==> src/rtl/pix_sched_pkg.sv <==
// Shared widths, default raster timing and slot-state encoding for the
// pixel memory scheduler.
package pix_sched_pkg;

   localparam int ADDR_W = 16;
   localparam int DATA_W = 8;

   localparam int DEF_H_START = 216;
   localparam int DEF_V_START = 35;
   localparam int DEF_IMG_W   = 256;
   localparam int DEF_IMG_H   = 256;

   typedef enum logic [1:0] {
      IDLE = 2'd0,
      RD   = 2'd1,
      WR   = 2'd2
   } slot_t;

endpackage

==> src/rtl/pix_win_dec.sv <==
// Combinational image-window decode: beam position to in-window flag,
// even-column flag and doubled-pixel RAM address {m,n}.
module pix_win_dec
   import pix_sched_pkg::*;
#(
   parameter int H_START = DEF_H_START,
   parameter int V_START = DEF_V_START,
   parameter int IMG_W   = DEF_IMG_W,
   parameter int IMG_H   = DEF_IMG_H
) (
   input  logic [9:0]        filas,
   input  logic [10:0]       columnas,
   output logic              in_win,
   output logic              even,
   output logic [ADDR_W-1:0] disp_addr
);

   // One extra bit on the bounds so the window end never wraps.
   localparam logic [10:0] V_LO = 11'(V_START);
   localparam logic [10:0] V_HI = 11'(V_START + 2 * IMG_H);
   localparam logic [11:0] H_LO = 12'(H_START);
   localparam logic [11:0] H_HI = 12'(H_START + 2 * IMG_W);

   logic [9:0]  dr;
   logic [10:0] dc;
   logic [7:0]  m;
   logic [7:0]  n;

   assign dr = filas - 10'(V_START);
   assign dc = columnas - 11'(H_START);
   assign m  = 8'(dr >> 1);
   assign n  = 8'(dc >> 1);

   assign in_win = ({1'b0, filas} >= V_LO) && ({1'b0, filas} < V_HI) &&
                   ({1'b0, columnas} >= H_LO) && ({1'b0, columnas} < H_HI);
   assign even      = ~dc[0];
   assign disp_addr = {m, n};

endmodule

==> src/rtl/pix_mem_sched.sv <==
// Slot scheduler for the single-port image RAM: display reads on even in-window
// columns, host writes in free slots. Define SCHED_BLANK_ONLY_EN to restrict host writes to out-of-window slots.
module pix_mem_sched
   import pix_sched_pkg::*;
#(
   parameter int                H_START  = DEF_H_START,
   parameter int                V_START  = DEF_V_START,
   parameter int                IMG_W    = DEF_IMG_W,
   parameter int                IMG_H    = DEF_IMG_H,
   parameter logic [DATA_W-1:0] BG_COLOR = 8'h00
) (
   input  logic              clk,
   input  logic              rst_n,
   input  logic [9:0]        Filas,
   input  logic [10:0]       Columnas,
   input  logic              HostReq,
   input  logic [ADDR_W-1:0] HostAddr,
   input  logic [DATA_W-1:0] HostData,
   output logic              HostAck,
   output logic [ADDR_W-1:0] MemAddr,
   output logic              MemWe,
   output logic [DATA_W-1:0] MemWdata,
   input  logic [DATA_W-1:0] MemRdata,
   output logic [DATA_W-1:0] Pixel,
   output logic              PixelValid
);

   logic              in_win;
   logic              even;
   logic [ADDR_W-1:0] disp_addr;
   logic              host_ok;

   slot_t             slot_reg;
   slot_t             slot_next;
   logic [ADDR_W-1:0] addr_next;
   logic [DATA_W-1:0] wdata_next;

   logic              win_s1;
   logic              win_s2;
   logic              rd_s2;

   pix_win_dec #(
      .H_START (H_START),
      .V_START (V_START),
      .IMG_W   (IMG_W),
      .IMG_H   (IMG_H)
   ) u_win_dec (
      .filas     (Filas),
      .columnas  (Columnas),
      .in_win    (in_win),
      .even      (even),
      .disp_addr (disp_addr)
   );

`ifdef SCHED_BLANK_ONLY_EN
   assign host_ok = ~in_win;
`else
   assign host_ok = 1'b1;
`endif

   // Display read wins; a host grant also needs a non-ack cycle in between.
   always_comb begin
      slot_next  = IDLE;
      addr_next  = MemAddr;
      wdata_next = MemWdata;
      if (in_win && even) begin
         slot_next = RD;
         addr_next = disp_addr;
      end else if (HostReq && !HostAck && host_ok) begin
         slot_next  = WR;
         addr_next  = HostAddr;
         wdata_next = HostData;
      end
   end

   always_ff @(posedge clk or negedge rst_n) begin
      if (!rst_n) begin
         slot_reg <= IDLE;
         MemAddr  <= '0;
         MemWe    <= 1'b0;
         MemWdata <= '0;
         HostAck  <= 1'b0;
      end else begin
         slot_reg <= slot_next;
         MemAddr  <= addr_next;
         MemWdata <= wdata_next;
         MemWe    <= (slot_next == WR);
         HostAck  <= (slot_next == WR);
      end
   end

   // Two-stage pixel pipe aligned to the RAM's one-cycle read latency.
   always_ff @(posedge clk or negedge rst_n) begin
      if (!rst_n) begin
         win_s1     <= 1'b0;
         win_s2     <= 1'b0;
         rd_s2      <= 1'b0;
         Pixel      <= BG_COLOR;
         PixelValid <= 1'b0;
      end else begin
         win_s1     <= in_win;
         win_s2     <= win_s1;
         rd_s2      <= (slot_reg == RD);
         PixelValid <= win_s2;
         if (rd_s2) begin
            Pixel <= MemRdata;
         end else if (!win_s2) begin
            Pixel <= BG_COLOR;
         end
      end
   end

endmodule

==> config.mk <==
export PLATFORM = sky130hd
export DESIGN_NAME = pix_mem_sched
export DESIGN_NICKNAME = d
export VERILOG_FILES = /design/src/rtl/pix_sched_pkg.sv /design/src/rtl/pix_win_dec.sv /design/src/rtl/pix_mem_sched.sv
export SDC_FILE = /design/constraint.sdc
export NUM_CORES = 1
export LEC_CHECK = 0
export ABC_AREA = 1
export BUFFER_PORTS_ARGS = -buffer_cell sky130_fd_sc_hd__buf_2
export CORE_UTILIZATION = 43
export CTS_CLUSTER_DIAMETER = 40
export DETAILED_ROUTE_END_ITERATION = 6
export GPL_ROUTABILITY_DRIVEN = 0
export PLACE_DENSITY = 0.74
export SETUP_SLACK_MARGIN = 0.02
export SYNTH_ARGS = -nofsm -noshare
export SYNTH_HDL_FRONTEND = slang
export SYNTH_HIERARCHICAL = 1
export SYNTH_SLANG_ARGS = --single-unit
==> constraint.sdc <==
create_clock -name clk -period 1.1 [get_ports clk]
set_input_delay 0 -clock clk [delete_from_list [all_inputs] [get_ports clk]]
set_output_delay 0 -clock clk [all_outputs]
set_load 0.02 [all_outputs]
==> flow_summary.ini, run 1 <==
[die]
die_h_um = 71.9
core_area_mm2 = 0.00472
die_area_mm2 = 0.00517
die_x_um = 71.9
rows = 25
initial_core_util = 0.445
io_pins = 91

[yosys]
synth.distinct_cells = 25
avgSynthCellArea_um2 = 7.81
synth_xor_area_frac = 0.0250
yosysWarnings = 6
synthArstFlopShare = 1.00
synth_common_cells = nand2_1, nand3_1, dfrtp_1
synth_compound_area_frac = 0.0125
yosysMostFrequentCell = nand2_1
ys.flop_type = dfrtp_1
synthMuxAreaShare = 0
synth_top_family_by_area = simple AND/OR/NAND/NOR gates
synth.area.top_cells = dfrtp_1, nand2_1, nand3_1, buf_4, buf_6
synthCells = 269
syn_area_mm2 = 0.00210
synthAdderAreaFrac = 0.0119
seq_area_frac_synth = 0.453
synth-simple-area-share = 0.405
synth-edff-count = 0
syn_nets = 327
synth_top_area_cell = dfrtp_1
yosys_register_bits = 38
yosysTopAreaCellShare = 0.453

[critical_path]
worstSetupPathType = input port to register
critical-path-max-stage-delay_ns = 0.20
critPathLaunchType = input port
required_ns = 1.28
crit_chain = buf_2 -> ha_4 -> inv_1 -> nand2_1 -> nand2_1 -> nand3_1 -> nand3_2 -> nor2_4 -> buf_6 -> nand2_8 -> nand2_2 -> nand2_1 -> nand2_1 -> nand2_1
critPathSlowestCell = nor2_4
critPathMostFrequentCell = nand2_1
cp.arrival_ns = 1.39
crit_fanout = 5
critPathCaptureType = register

[cells_and_area]
area_delta_synth_final_pct = 57.2
largest_registers = MemAddr x16, MemWdata x8, Pixel x8
nets = 467
finalInstanceArea_mm2 = 0.00330
drive_gt1_frac = 0.410
top_register = MemAddr
instances_no_fill = 477
finish.utilization = 0.699
largest_reg_flops = 16
diodes = 0

[grt]
antenna_found_initial = 0
grt_pass1_wl_um = 8880
grt_max_degree = 39
gr-total-overflow = 0
grt_pass1_vias = 2079
grt_usage = 0.221

[power]
ir_drop_v = 0.000472
leakagePower_nw = 1.85
total_power_mw = 3.82
cellPowerDensity_mw_per_mm2 = 1160

[clocking]
clk_latency_ns = 0.29
cts-root-buf = clkbuf_8
cts_tree = yes
clock-sinks = 38
numCtsBuffers = 5
clkTransAtPathRegs_ns = 0.07
cts_max_level = 2
clockBufferDepth = 2

[place]
port_buffers = 90
placed_cell_area_mm2 = 0.00270
dp_hpwl_um = 3470
numPlacedInstances = 434
dp_slack_ns = -0.456

[timing]
finalMaxSlewViolations = 0
grt_setup_unrepaired = yes
fin_skew_ns = 0.00682
finalSetupViolCount = 25
holdWs_ns = 0.0112
hold_viol = 0
fin_tns_setup_ns = -2.01
fmax_mhz = 825
finalCriticalPeriod_ns = 1.21
max_slew.worst_pin.slew_ns = 0.803
fin_crit_sh = 1.10
setup_slack_ns = -0.113
slew_headroom = 0.464

[route]
vias_per_cell = 4.75
drc = 0
dr.pass1.iters = 4
vias = 2264
routed_wl_um = 5780
drt-initial-drc-count = 145
wl_per_cell_um = 12.1
ant_nets = 0

[worst_hold_path]
hp-class = input port to register

[status]
status = finished with violations
failed_checks = setup timing

[job]
maxCapViolCount = 0
-- power by group --
group | leakage [nW] | internal, mW | switching [mW]
combinational | 1.31 | 0.505 | 0.707
clock | 0.0482 | 0.505 | 0.452
sequential | 0.486 | 1.56 | 0.0905
total | 1.85 | 2.57 | 1.25
-- final timing paths --
| kind | end | cells past startpoint | from | slack (ns) |
|---|---|---|---|---|
| min in group asynchronous | slot_reg[0] | 3 | rst_n | 0.32 |
| min reg2reg | win_s2 | 0 | win_s1 | 0.36 |
| min | MemAddr[12] | 5 | HostAddr[12] | 0.01 |
| max reg2reg | MemAddr[15] | 5 | MemWe | 0.11 |
| max in group asynchronous | Pixel[1] | 3 | rst_n | 0.46 |
| max | MemAddr[8] | 14 | Columnas[3] | -0.11 |
-- critical path, delay by kind of cell --
kind	cells	cell delay [ns]
adder cells (fa/ha/maj)	1	0.15
buffers and inverters	3	0.33
AND/OR/NAND/NOR	10	0.91
-- placed cells by master (no fill, tap or decap) --
cell type      synthesis  routed
a21oi_1                2       2
a21oi_2                1       1
buf_12                 0       1
buf_2                  1      88
buf_4                  8      29
buf_6                  5       3
buf_8                  0       1
clkbuf_1               1       1
clkbuf_8               0       6
clkinv_2               0       1
dfrtp_1               38      38
dlygate4sd3_1          0      23
ha_4                   0       2
inv_1                 15      15
inv_4                  1       1
nand2_1              116      97
nand2_2                2      16
nand2_4                2       7
nand2_8                2       6
nand3_1               45      44
nand3_2                1       1
nand3_4                0       1
nand4_1                8       8
nor2_1                 7       6
nor2_2                 2       1
nor2_4                 1       3
nor3_1                 1       1
o31ai_1                1       1
xnor2_1                1       1
xor2_1                 5       5
-- kinds of logic after synthesis --
logic type,after synthesis
xor+xnor,6
compound gates,4
buf+inv,32
flops,38
simple gates,187
fa+ha+maj,2
-- layout make-up --
class	instances	area (um2)
fillers	357	1420
multi-input cells	203	1160
repair buffers	145	957
flip-flops and latches	38	951
clock buffers	7	86.3
well taps	67	83.8
inverters	16	62.6
clock inverters	1	5.00
-- routing by layer --
layer / global-route usage / wire length (um)
met5: 0 / 0
met4: 0.0806 / 119
met3: 0.0528 / 296
met2: 0.399 / 2930
met1: 0.256 / 2430
-- timing repair --
action | 4_1_cts | 5_1_grt
hold buffers | 23 | 0
buffers inserted | 5 | 3
endpoints found under the hold margin | 60 | 0
resized for setup | 25 | 16
pin swaps | 10 | 15
setup endpoints to repair | 25 | 25
cloned | 3 | 1
Note: power is estimated with default switching activity, not from simulation.
==> run 2, diff against run 1 <==
TNS_END_PERCENT = 30   (was unset)
==> run 2 against run 1 <==
Net effect: the run still ends with setup timing left; via count decreased by 1.4%; die area did not move; cell count fell by 0.21%; register-to-register slack worse by 0.03 ns; wire length decreased by 1.3%; flip-flop and latch count unchanged; setup slack better by 0.041 ns; worst hold slack improved by 0.0027 ns; clock power rose by 19%; critical path depth rose by 1; first-iteration DRC count decreased by 36%; combinational power is essentially flat.
==> flow_summary.ini, run 2 (same netlist as run 1, synthesis figures left out) <==
[die]
rows = 25
die_area_mm2 = 0.00517
die_h_um = 71.9
io_pins = 91
die_x_um = 71.9
core_area_mm2 = 0.00472
initial_core_util = 0.445

[timing]
max_slew.worst_pin.slew_ns = 0.464
finalMaxSlewViolations = 0
holdWs_ns = 0.0139
slew_headroom = 0.690
finalSetupViolCount = 24
fin_crit_sh = 1.06
fin_tns_setup_ns = -0.988
setup_slack_ns = -0.0714
grt_setup_unrepaired = yes
fin_skew_ns = 0.00595
fmax_mhz = 854
hold_viol = 0
finalCriticalPeriod_ns = 1.17

[critical_path]
cp_top_family = simple AND/OR/NAND/NOR gates
crit_chain = buf_8 -> ha_4 -> nor2_4 -> nand2_2 -> nand2_4 -> nand2_2 -> nand2_2 -> nand2_2 -> nor2_4 -> buf_12 -> nand2_8 -> nand2_2 -> nand2_1 -> nand2_1 -> nand2_1
crit_buf_inv = 2
critical-path-max-stage-delay_ns = 0.18
required_ns = 1.27
cp_num_cells = 15
regToRegSetupSlack_ns = 0.08
critPathMostFrequentCell = nand2_2
timing.rr.end = MemAddr[9]
r2r-start = MemWe
cp.arrival_ns = 1.35
critPathLaunchType = input port
critPathCaptureType = register
crit_fanout = 6
worstSetupPathType = input port to register
reg2regPathDepth = 5
critPathSlowestCell = buf_12

[route]
drc = 0
drt-initial-drc-count = 93
vias = 2233
dr.pass1.iters = 4
ant_nets = 0
wl_per_cell_um = 12.0
vias_per_cell = 4.69
routed_wl_um = 5700

[grt]
antenna_found_initial = 0
grt_pass1_vias = 2115
grt_max_degree = 39
grt_pass1_wl_um = 9200
grt_usage = 0.228
gr-total-overflow = 0

[worst_hold_path]
hold_path_depth = 5
hold_path_end = MemAddr[12]
hp-class = input port to register
hp-start = HostAddr[12]

[cells_and_area]
diodes = 0
finalInstanceArea_mm2 = 0.00336
nets = 466
largest_registers = MemAddr x16, MemWdata x8, Pixel x8
top_register = MemAddr
final_common_cell = nand2_1
layout_common_cells = nand2_1, buf_2, nand3_1
nFillCells = 338
area_delta_synth_final_pct = 59.7
largest_reg_flops = 16
instances_no_fill = 476
drive_gt1_frac = 0.413

[power]
total_switching_power_mw = 1.27
swShare = 0.316
cellPowerDensity_mw_per_mm2 = 1200
total_power_mw = 4.03
leakagePower_nw = 1.84
pwr-share-seq = 0.410
p_clk_frac = 0.283
ir_drop_v = 0.000643
internal_power_mw = 2.76
pwr-share-comb = 0.307

[status]
failed_checks = setup timing
status = finished with violations

[job]
maxCapViolCount = 0

[clocking]
numCtsBuffers = 5
cts_tree = yes
clockBufferDepth = 2
cts-root-buf = clkbuf_8
clock-sinks = 38
clkTransAtPathRegs_ns = 0.07
clk_latency_ns = 0.29
cts_max_level = 2

[place]
dp_hpwl_um = 3440
numPlacedInstances = 436
port_buffers = 90
placed_cell_area_mm2 = 0.00272
[run 2: cell count changes in the layout (fill, tap and decap cells not counted), sizes merged]
cell,previous run,this run
buf,122,121
bufinv,0,1
clkinv,1,0
clkinvlp,0,1
dlygate4sd3,23,22
inv,16,15
nand3,46,47
[run 2: worst max-delay path by stage]
stage / from / end / slack, ns
floorplan: Filas[0] / MemAddr[4] / -0.15
global placement: Columnas[3] / MemWdata[0] / -0.41
detailed placement: Filas[0] / MemAddr[12] / -0.46
CTS: Filas[1] / MemAddr[9] / -0.02
global route: Filas[1] / MemAddr[1] / -0.15
finish: Filas[1] / MemAddr[9] / -0.07
[run 2: worst reg2reg max path: cells and delay by family (launching register included)]
kind	cells	cell delay, ns
buffers and inverters	1	0.13
AND/OR/NAND/NOR	4	0.42
flip-flops	1	0.41
[run 2: power by group through the flow]
stage	Combinational [mW]	Sequential, mW	Clock [mW]
global placement	1.02	1.67	0
CTS	1.18	1.65	1.17
floorplan	0.411	1.87	0
global route	1.35	1.67	1.22
detailed placement	1.03	1.68	0
finish	1.24	1.65	1.14
[run 2: layout make-up]
cell class / instances / area, um2 / area share
multi-input combinational: 204 / 1180 / 0.352
timing repair buffer: 143 / 967 / 0.288
sequential: 38 / 951 / 0.283
tap: 67 / 83.8 / 0.0250
clock buffer: 7 / 76.3 / 0.0227
inverter: 16 / 66.3 / 0.0198
clock inverter: 1 / 30.0 / 0.00895
[run 2: what timing repair did]
item,CTS,global route
hold buffers,22,0
endpoints found under the hold margin,59,0
cloned,4,1
endpoints found under the setup margin,25,25
gates resized for setup,22,24
pin swaps,8,14
buffers inserted,5,0
[run 2: layer usage]
layer,track usage,wire (um),up-vias
met5,0,0,-
met4,0.0806,74,0
met3,0.0375,260,6
met2,0.406,2830,89
met1,0.281,2530,993
li1,-,-,1145
[run 2: metrics by stage]
stage                     worst slack (ns)  utilization
after floorplan                     -0.148            -
after global placement              -0.405        0.576
after detailed placement            -0.464        0.576
after CTS                          -0.0155        0.686
after global routing                -0.147        0.710
final                              -0.0714        0.710
==> run 3, diff against run 2 <==
CORE_MARGIN = 5   (was unset)
==> run 3 against run 2 <==
Net effect: the run ends with hold timing, setup timing left; global-route usage shrank 5.2 points; clock power grew 4%; setup slack gained 0.034 ns; critical path type unchanged; largest power group unchanged; highest routed layer unchanged.
==> flow_summary.ini, run 3 (same netlist as run 1, synthesis figures left out) <==
[status]
status = finished with violations
failed_checks = hold timing, setup timing

[clocking]
cts_tree = yes
cts_max_level = 2
clockBufferDepth = 2
numCtsBuffers = 5
clock-sinks = 38
cts-root-buf = clkbuf_8
clk_latency_ns = 0.29
clkTransAtPathRegs_ns = 0.07

[power]
total_switching_power_mw = 1.23
p_clk_frac = 0.293
cellPowerDensity_mw_per_mm2 = 1230
internal_power_mw = 2.78
leakagePower_nw = 1.83
ir_drop_v = 0.000568
pwr-share-seq = 0.413
pwr-share-comb = 0.294
swShare = 0.308

[die]
initial_core_util = 0.445
io_pins = 91
die_x_um = 79.9
die_area_mm2 = 0.00638
die_h_um = 79.9
core_area_mm2 = 0.00472
rows = 25

[timing]
holdWs_ns = -0.00279
fmax_mhz = 879
slew_headroom = 0.484
finalSetupViolCount = 15
fin_crit_sh = 1.03
setup_slack_ns = -0.0378
fin_tns_setup_ns = -0.242
max_slew.worst_pin.slew_ns = 0.773
hold_viol = 1
grt_setup_unrepaired = yes
fin_skew_ns = 0.00469
finalCriticalPeriod_ns = 1.14
finalMaxSlewViolations = 0

[place]
port_buffers = 90
numPlacedInstances = 435
placed_cell_area_mm2 = 0.00270
dp_hpwl_um = 3770

[critical_path]
cp.arrival_ns = 1.32
required_ns = 1.28
critPathCaptureType = register
critPathLaunchType = input port
crit_fanout = 6
cp-startpoint = Filas[1]
r2r-start = MemWe
worstSetupPathType = input port to register

[route]
ant_nets = 0
drc = 0
wl_per_cell_um = 12.0
vias = 2171
dr.pass1.iters = 4
vias_per_cell = 4.61
routed_wl_um = 5640
drt-initial-drc-count = 41

[cells_and_area]
final_common_cell = nand2_1
nets = 462
largest_reg_flops = 16
diodes = 0
top_register = MemAddr
drive_gt1_frac = 0.394
finalInstanceArea_mm2 = 0.00325
layout_common_cells = nand2_1, buf_2, nand3_1
largest_registers = MemAddr x16, MemWdata x8, Pixel x8
area_delta_synth_final_pct = 54.8
instances_no_fill = 471

[grt]
grt_max_degree = 39
grt_usage = 0.176
gr-total-overflow = 0
grt_pass1_vias = 2092
antenna_found_initial = 0
grt_pass1_wl_um = 9050

[job]
maxCapViolCount = 0

[worst_hold_path]
hp-class = input port to register
hp-start = HostAddr[3]
run 3: metrics by stage:
step,hold WS (ns),setup slack [ns],utilization,power (mW)
CTS,0.00117,-0.0349,0.657,3.99
global route,0.0270,-0.158,0.688,4.25
detailed placement,0.0754,-0.449,0.572,2.71
global placement,0.0683,-0.414,0.572,2.69
floorplan,-0.296,-0.148,-,2.28
finish,-0.00279,-0.0378,0.688,4.01
run 3: per-layer routing:
metal,part of all wire,wire length (um),GRT usage,vias up
li1,-,-,-,1128
met1,0.43,2420,0.218,968
met2,0.49,2770,0.308,70
met3,0.068,384,0.0350,5
met4,0.012,70,0.0507,0
met5,0,0,0,-
run 3: power by group through the flow:
stage                     clock network [mW]  logic [mW]  registers (mW)
after floorplan                            0       0.411            1.87
after global placement                     0        1.01            1.68
after detailed placement                   0        1.02            1.68
after CTS                               1.21        1.12            1.66
after global routing                    1.27        1.30            1.68
final                                   1.18        1.18            1.66
run 3: area by class of cell:
| type | count | area [um2] |
|---|---|---|
| fillers | 383 | 1470 |
| multi-input cells | 203 | 1120 |
| flip-flops and latches | 38 | 951 |
| repair buffers | 140 | 917 |
| well taps | 67 | 83.8 |
| clock buffers | 6 | 82.6 |
| inverters | 16 | 62.6 |
| clock inverters | 1 | 30.0 |
run 3: path summary, 6_finish.rpt:
path | to | depth (start not counted) | slack, ns
worst min-delay path | MemAddr[3] | 5 | -0.003
min in group asynchronous | MemAddr[1] | 3 | 0.29
worst max-delay path | MemAddr[1] | 15 | -0.04
worst max register to register | MemAddr[12] | 5 | 0.11
worst min register to register | win_s2 | 0 | 0.35
max in group asynchronous | MemAddr[8] | 3 | 0.48
run 3: worst max-delay path, cell delays in order:
cell and delay (ns):
buf_6 0.10, ha_4 0.16, nor2_4 0.07, nand2_2 0.07, nand2_4 0.10, nand2_4 0.05
nand2_2 0.06, nand2_2 0.06, nor2_4 0.12, buf_12 0.17, nand2_8 0.08, nand2_1 0.10
nand2_1 0.05, nand2_1 0.06, nand2_1 0.06
run 3: repair_timing:
action,CTS,global route
pin swaps,2,8
setup buffers,3,2
gates resized for setup,5,28
hold endpoints to repair,57,0
gates cloned,2,2
hold buffers,20,0
endpoints found under the setup margin,25,27
